$ cat config.mk
export PLATFORM = sky130hd
export DESIGN_NAME = muldiv_unit
export DESIGN_NICKNAME = d
export VERILOG_FILES = /design/src/rtl/muldiv_unit.sv
export SDC_FILE = /design/constraint.sdc
export NUM_CORES = 2
export LEC_CHECK = 0
export ABC_AREA = 0
export CAP_MARGIN = 15
export CORE_MARGIN = 8
export CORE_UTILIZATION = 40
export DETAILED_ROUTE_END_ITERATION = 7
export PLACE_DENSITY = 0.52
export SYNTH_ARGS = -nofsm -noshare
export SYNTH_HDL_FRONTEND = slang
export SYNTH_SLANG_ARGS = --single-unit
$ cat constraint.sdc
create_clock -name clk -period 25.1 [get_ports clk]
set_input_delay 5.02 -clock clk [delete_from_list [all_inputs] [get_ports clk]]
set_output_delay 5.02 -clock clk [all_outputs]
set_load 0.01 [all_outputs]
$ cat src/rtl/muldiv_unit.sv
// Multi-cycle multiply/divide unit that owns HI/LO for the MIPS pipeline.
// Multiply is counter-gated over MUL_LAT edges; divide is restoring radix-2 plus one fixup edge.
module muldiv_unit #(
  parameter int WIDTH   = 32,
  parameter int MUL_LAT = 3
) (
  input  logic             clk,
  input  logic             rst,
  input  logic             op_valid,
  input  logic [1:0]       op,
  input  logic [WIDTH-1:0] src_a,
  input  logic [WIDTH-1:0] src_b,
  input  logic             flush,
  output logic             op_ready,
  output logic             busy,
  output logic             hilo_stall,
  output logic             done,
  output logic [WIDTH-1:0] hi,
  output logic [WIDTH-1:0] lo
);

  // Handshake: an op transfers on a rising edge where op_valid && op_ready && !flush;
  // op_ready is ~busy, so the issuer holds op_valid and operands until that edge.
  typedef enum logic [1:0] {IDLE, MUL, DIV} state_t;

  localparam int CW = $clog2(WIDTH + MUL_LAT + 1);

  state_t           state;
  logic [CW-1:0]    cnt;
  logic             op_signed;
  logic             neg_q;
  logic             neg_r;
  logic [WIDTH-1:0] a_reg;
  logic [WIDTH-1:0] b_reg;
  logic [WIDTH-1:0] q_reg;
  logic [WIDTH-1:0] d_reg;
  logic [WIDTH-1:0] r_reg;

  logic             a_neg;
  logic             b_neg;
  logic [WIDTH-1:0] a_mag;
  logic [WIDTH-1:0] b_mag;
  logic [2*WIDTH-1:0] mul_a_ext;
  logic [2*WIDTH-1:0] mul_b_ext;
  logic [2*WIDTH-1:0] product;
  logic [WIDTH:0]   rem_shift;
  logic [WIDTH:0]   trial;
  logic [WIDTH-1:0] q_fix;
  logic [WIDTH-1:0] r_fix;

  assign op_ready   = ~busy;
  assign hilo_stall = busy;

  always_comb begin
    a_neg     = ~op[0] & src_a[WIDTH-1];
    b_neg     = ~op[0] & src_b[WIDTH-1];
    a_mag     = a_neg ? (~src_a + 1'b1) : src_a;
    b_mag     = b_neg ? (~src_b + 1'b1) : src_b;
    mul_a_ext = op_signed ? {{WIDTH{a_reg[WIDTH-1]}}, a_reg} : {{WIDTH{1'b0}}, a_reg};
    mul_b_ext = op_signed ? {{WIDTH{b_reg[WIDTH-1]}}, b_reg} : {{WIDTH{1'b0}}, b_reg};
    product   = mul_a_ext * mul_b_ext;
    // Partial remainder stays below 2*divisor, so bit WIDTH of trial is the borrow.
    rem_shift = {r_reg, q_reg[WIDTH-1]};
    trial     = rem_shift - {1'b0, d_reg};
    q_fix     = neg_q ? (~q_reg + 1'b1) : q_reg;
    r_fix     = neg_r ? (~r_reg + 1'b1) : r_reg;
  end

  always_ff @(posedge clk) begin
    if (rst) begin
      state     <= IDLE;
      cnt       <= '0;
      busy      <= 1'b0;
      done      <= 1'b0;
      hi        <= '0;
      lo        <= '0;
      op_signed <= 1'b0;
      neg_q     <= 1'b0;
      neg_r     <= 1'b0;
      a_reg     <= '0;
      b_reg     <= '0;
      q_reg     <= '0;
      d_reg     <= '0;
      r_reg     <= '0;
    end else begin
      done <= 1'b0;
      case (state)
        IDLE: begin
          if (op_valid && !flush) begin
            op_signed <= ~op[0];
            a_reg     <= src_a;
            b_reg     <= src_b;
            q_reg     <= a_mag;
            d_reg     <= b_mag;
            r_reg     <= '0;
            neg_q     <= a_neg ^ b_neg;
            neg_r     <= a_neg;
            cnt       <= '0;
            busy      <= 1'b1;
            state     <= op[1] ? DIV : MUL;
          end
        end
        MUL: begin
          if (flush) begin
            state <= IDLE;
            busy  <= 1'b0;
            cnt   <= '0;
          end else if (cnt == CW'(MUL_LAT - 1)) begin
            {hi, lo} <= product;
            done     <= 1'b1;
            busy     <= 1'b0;
            cnt      <= '0;
            state    <= IDLE;
          end else begin
            cnt <= cnt + 1'b1;
          end
        end
        DIV: begin
          if (flush) begin
            state <= IDLE;
            busy  <= 1'b0;
            cnt   <= '0;
          end else if (cnt == CW'(WIDTH)) begin
            // Divide by zero leaves the dividend in HI and all ones in LO.
            if (d_reg == '0) begin
              lo <= '1;
              hi <= a_reg;
            end else begin
              lo <= q_fix;
              hi <= r_fix;
            end
            done  <= 1'b1;
            busy  <= 1'b0;
            cnt   <= '0;
            state <= IDLE;
          end else begin
            if (!trial[WIDTH]) begin
              r_reg <= trial[WIDTH-1:0];
              q_reg <= {q_reg[WIDTH-2:0], 1'b1};
            end else begin
              r_reg <= rem_shift[WIDTH-1:0];
              q_reg <= {q_reg[WIDTH-2:0], 1'b0};
            end
            cnt <= cnt + 1'b1;
          end
        end
        default: begin
          state <= IDLE;
          busy  <= 1'b0;
        end
      endcase
    end
  end

endmodule

# Word level (Yosys, flattened, before mapping)
# Index checks and enable logic that the tools add are counted.
# totals
ff_bits	237
inputBits	70
output_inout_bits	68
elab_cells	106
# op_classes
n_addsub	6
multipliers	1
n_eq_ne	12
n_mux	52
bitwise_logic	9
n_reduce_logical	12
# op_table
op	n
32-bit 2-to-1 mux	21
32-bit one-hot mux with 2 select lines	4
32-bit by 1-bit adder with 32-bit output, second input constant	4
64-bit 2-to-1 mux	2
32-bit inverter	4
64-bit by 64-bit multiplier with 64-bit output	1
33-bit by 32-bit subtractor with 33-bit output	1
32-bit zero test	1
6-bit 2-to-1 mux	5
6-bit one-hot mux with 3 select lines	1
2-bit 2-to-1 mux	6
2-bit != test, second input constant	6
1-bit 2-to-1 mux	10
6-bit by 1-bit adder with 6-bit output, second input constant	1
6-bit by 2-bit equality test with 1-bit output, second input constant	1
6-bit equality test, second input constant	1
3-bit != test, second input constant	2
2-bit one-hot mux with 3 select lines	1
5-bit AND reduction	1
2-bit AND reduction	2
4-bit AND reduction	1
2-bit nonzero test	2
1-bit one-hot mux with 3 select lines	1
3-bit AND reduction	1
10 further kinds	12

# Depth between registers and ports, before layout
# depth
ltp_word	7
mapped_depth	36
ltp_nobuf	34

# Worst setup path after synthesis
# OpenSTA, ideal clock, no wires.
# synth_path
kind	register -> register
startpoint	reg a_reg[31]
endpoint	reg hi[26]
setup_ps	101
t_arrival_ps	9092
required_time_ps	24999
slack_ps	15907
path_stages_with_launch	31
n_path_buf	3
synth_period_minus_slack_ps	9193
path_cell_list	dfxtp_1 and2_1 clkbuf_1 clkbuf_1 nand2_1 fa_1 inv_1 fa_1 fa_1 inv_1 fa_1 inv_1 fa_1 fa_1 fa_1 fa_1 fa_1 inv_1 fa_1 inv_1 ha_1 clkbuf_1 nand3_1 nor2_1 nand3_1 nor3_1 inv_1 o221ai_1 nor4_1 a31o_2 o41ai_1
# synth_between
elab_chain_cells	5
# synth_lines
item	line_no	rtl
from (decl)	33	logic [WIDTH-1:0] a_reg;
from (signal assigned)	91	a_reg <= src_a;
64-bit 2-to-1 mux	59	mul_a_ext = op_signed ? {{WIDTH{a_reg[WIDTH-1]}}, a_reg} : {{WIDTH{1'b0}}, a_reg};
64-bit by 64-bit multiplier with 64-bit output	61	product = mul_a_ext * mul_b_ext;
32-bit 2-to-1 mux	108	end else if (cnt == CW'(MUL_LAT - 1)) begin
32-bit 2-to-1 mux	104	if (flush) begin
32-bit one-hot mux with 2 select lines	87	case (state)
to (signal assigned)	109	{hi, lo} <= product;
to (signal assigned)	127	hi <= a_reg;
to (signal assigned)	130	hi <= r_fix;
to (decl)	18	output logic [WIDTH-1:0] hi,
# Every way passes these cells. The select of a mux whose other input is x is not followed.
# A chain may end at the register's enable or synchronous reset.

# Final worst setup path
# layout_path
startpoint	reg op_signed
endpoint	reg hi[26]
# layout_between
elab_chain_cells	5
word_cells_on_any_way	6
classes_between	mul (1); mux (5)
# layout_lines
item	line_no	rtl
from (decl)	30	logic op_signed;
from (signal assigned)	90	op_signed <= ~op[0];
64-bit 2-to-1 mux, on equally long branches	59, 60	
64-bit by 64-bit multiplier with 64-bit output (*)	61	
32-bit 2-to-1 mux (*)	108	
32-bit 2-to-1 mux (*)	104	
32-bit one-hot mux with 2 select lines (*)	87	
# Every way passes the cells marked *; elsewhere a longest branch is shown, timed or not. The select of a mux whose other input is x is not followed.

==> impl_metrics.toml <==
[routing]
viasPerCell = 5.16
drt_pass1_iterations = 5
routed_wl_mm = 197
routedWlPerCell_um = 22.0
ant_nets = 0
num_vias = 46200
route.detailed.drc = 0
drtIter0Drc = 2893

[timing]
setup_tns_ns = 0
fin_crit_ns = 10.07
slew_headroom = 0.206
drv_slew = 0
skew_ns = 0.0231
setup_violations = 0
period_share = 0.401
fmax_mhz = 99.3
hold_viol_final = 0
tightest_slew_ns = 1.19
rsz0062_at_grt = "false"

[global_routing]
grtUsageTotal = 0.237
grt_pass1_wl_mm = 307
overflow = 0
grt_max_degree = 93
grt_antenna_before_repair = 8
grt_pass1_vias = 49900

[cts]
cts_resized = 0
cts_sinks = 236
cts_hold_buf = 0
cts_setup_buffers = 0
cts_made_buffers = 29
htreeDepth = 1
cts.clk_slew.worst_paths_ns = 0.06
clock_latency_ns = 0.59
cts_buffer_depth = 3
cts_root_buffer = "clkbuf_16"
cts_tree = "yes"

[flow_run]
maxCapViolations = 0

[synthesis]
synth_edf_count = 0
synthTopCellsByCount = "inv_1 (1584), fa_1 (1420), nand2_1 (855)"
yosysMostFrequentCell = "inv_1"
synth.distinct_cells = 98
synth_seq_cells = 236
synth-simple-area-share = 0.152
yosys_most_used_dff = "dfxtp_1"
synthCells = 7001
synth-adder-area-share = 0.529
syn_avg_cell_area_um2 = 8.88
postSynthNetCount = 8842
yosysWarnings = 0
synth_top_family_by_area = "adder cells"
async_flop_share = 0
synth_compound_area_frac = 0.0811
synthDominantCellAreaShare = 0.457
synthTopCellsByArea = "fa_1 (46%), inv_1 (9.6%), dfxtp_1 (7.6%)"
synth_xor_area_frac = 0.0366
synth_mux_area_frac = 0.00632
netlist_area_um2 = 62100
yosysTopAreaCell = "fa_1"
ys_seq_area_frac = 0.0760

[power]
peakVddDrop_mv = 0.0465
fin_total_pwr_w = 0.00139
cellPowerDensity_nw_per_um2 = 20.9
p_leak_nw = 32.3

[floorplan]
fp.coreArea_um2 = 154000
die_h_um = 410
start_util = 0.403
dieArea_um2 = 168000
rows = 144
die_w_um = 410
ios = 138

[outcome]
outcome = "finished, final reports clean"

[worst_setup_path]
cpMaxStageDelayCell = "fa_1"
crit_arrival_ns = 10.53
cp-end-kind = "flip-flop"
criticalPathCategory = "reg -> reg"
startpoint_type = "flip-flop"
cp_slowest_stage_delay_ns = 0.89
critPathRequiredTime_ns = 25.56
path_max_fanout = 24
r2r_cells = 31
cpMostUsedCell = "fa_1"

[place]
place.gp.congestion = 0.938
place_area_um2 = 65400
hpwl_mm = 162
io_buffers = 137

[layout]
drive_gt1_frac = 0.0320
postLayoutCoreUtil = 0.430
area_growth_pct = 6.78
fin_nets = 8733
fin_area_um2 = 66400

[worst_hold_path]
hold_class = "reg -> reg"
hold_depth = 2
==> worst max-delay path: cells and delay by family (launching register included) <==
kind,cells,cell delay (ns)
AND/OR/NAND/NOR,8,1.38
flip-flops,1,0.30
AO/OA/AOI/OAI,3,0.80
adder cells (fa/ha/maj),11,6.05
buffers and inverters,9,1.34
==> cell families after synthesis <==
| kind of cell | after synthesis |
|---|---|
| XOR/XNOR | 259 |
| AO/OA/AOI/OAI | 790 |
| adder cells (fa/ha/maj) | 1775 |
| multiplexers | 39 |
| buffers and inverters | 1960 |
| flip-flops | 236 |
| AND/OR/NAND/NOR | 1942 |
==> placed cells by master, fill, tap and decap left out, types with 29 or more instances in the layout <==
master,n
a211oi_1,65
a21o_1,49
a21oi_1,276
and2_1,576
and3_1,33
buf_4,99
clkbuf_16,29
clkdlybuf4s50_1,136
dfxtp_1,224
fa_1,1420
ha_1,350
inv_1,1584
mux2i_1,37
nand2_1,854
nand3_1,35
nor2_1,262
nor3_1,35
o211ai_1,31
o21ai_0,168
o31ai_1,37
xnor2_1,158
xor2_1,100
==> routing by layer <==
layer | routed length [um] | global-route usage | vias up
met5 | 13 | 0 | -
met4 | 7490 | 0.0714 | 2
met3 | 7970 | 0.0179 | 254
met2 | 94800 | 0.403 | 1086
met1 | 86500 | 0.324 | 24100
li1 | - | - | 20700
==> per-stage QoR <==
step           std cells  hold WS (ns)  setup WS [ns]
6_report            8955         0.454          15.03
5_1_grt             8953         0.469          14.41
4_1_cts             8953         0.456          15.03
3_5_place_dp        8905         0.448          15.11
3_3_place_gp        8905         0.445          15.11
2_1_floorplan       7001         0.445          15.91
==> path summary, 6_finish.rpt <==
| kind | end | slack (ns) | startpoint |
|---|---|---|---|
| setup / recovery | hi[26] | 15.03 | op_signed |
| hold / removal | b_reg[12] | 0.45 | b_reg[12] |
| setup reg to reg | hi[26] | 15.03 | op_signed |
| hold reg to reg | b_reg[12] | 0.45 | b_reg[12] |
==> cell type report <==
cell class,count,area (um^2)
clock buffers,37,796
repair buffers,236,2120
inverters,1584,5950
diodes,2,5.00
fillers,15700,87900
flip-flops and latches,236,4740
well taps,2044,2560
clock inverters,11,151
multi-input cells,4805,50100
==> where the power goes <==
part / switching (W) / internal, W
Sequential: 0.0000215 / 0.000389
Clock: 0.000184 / 0.000253
Combinational: 0.000357 / 0.000182
Total: 0.000563 / 0.000824
No activity file was read; power rests on OpenSTA's default activity.
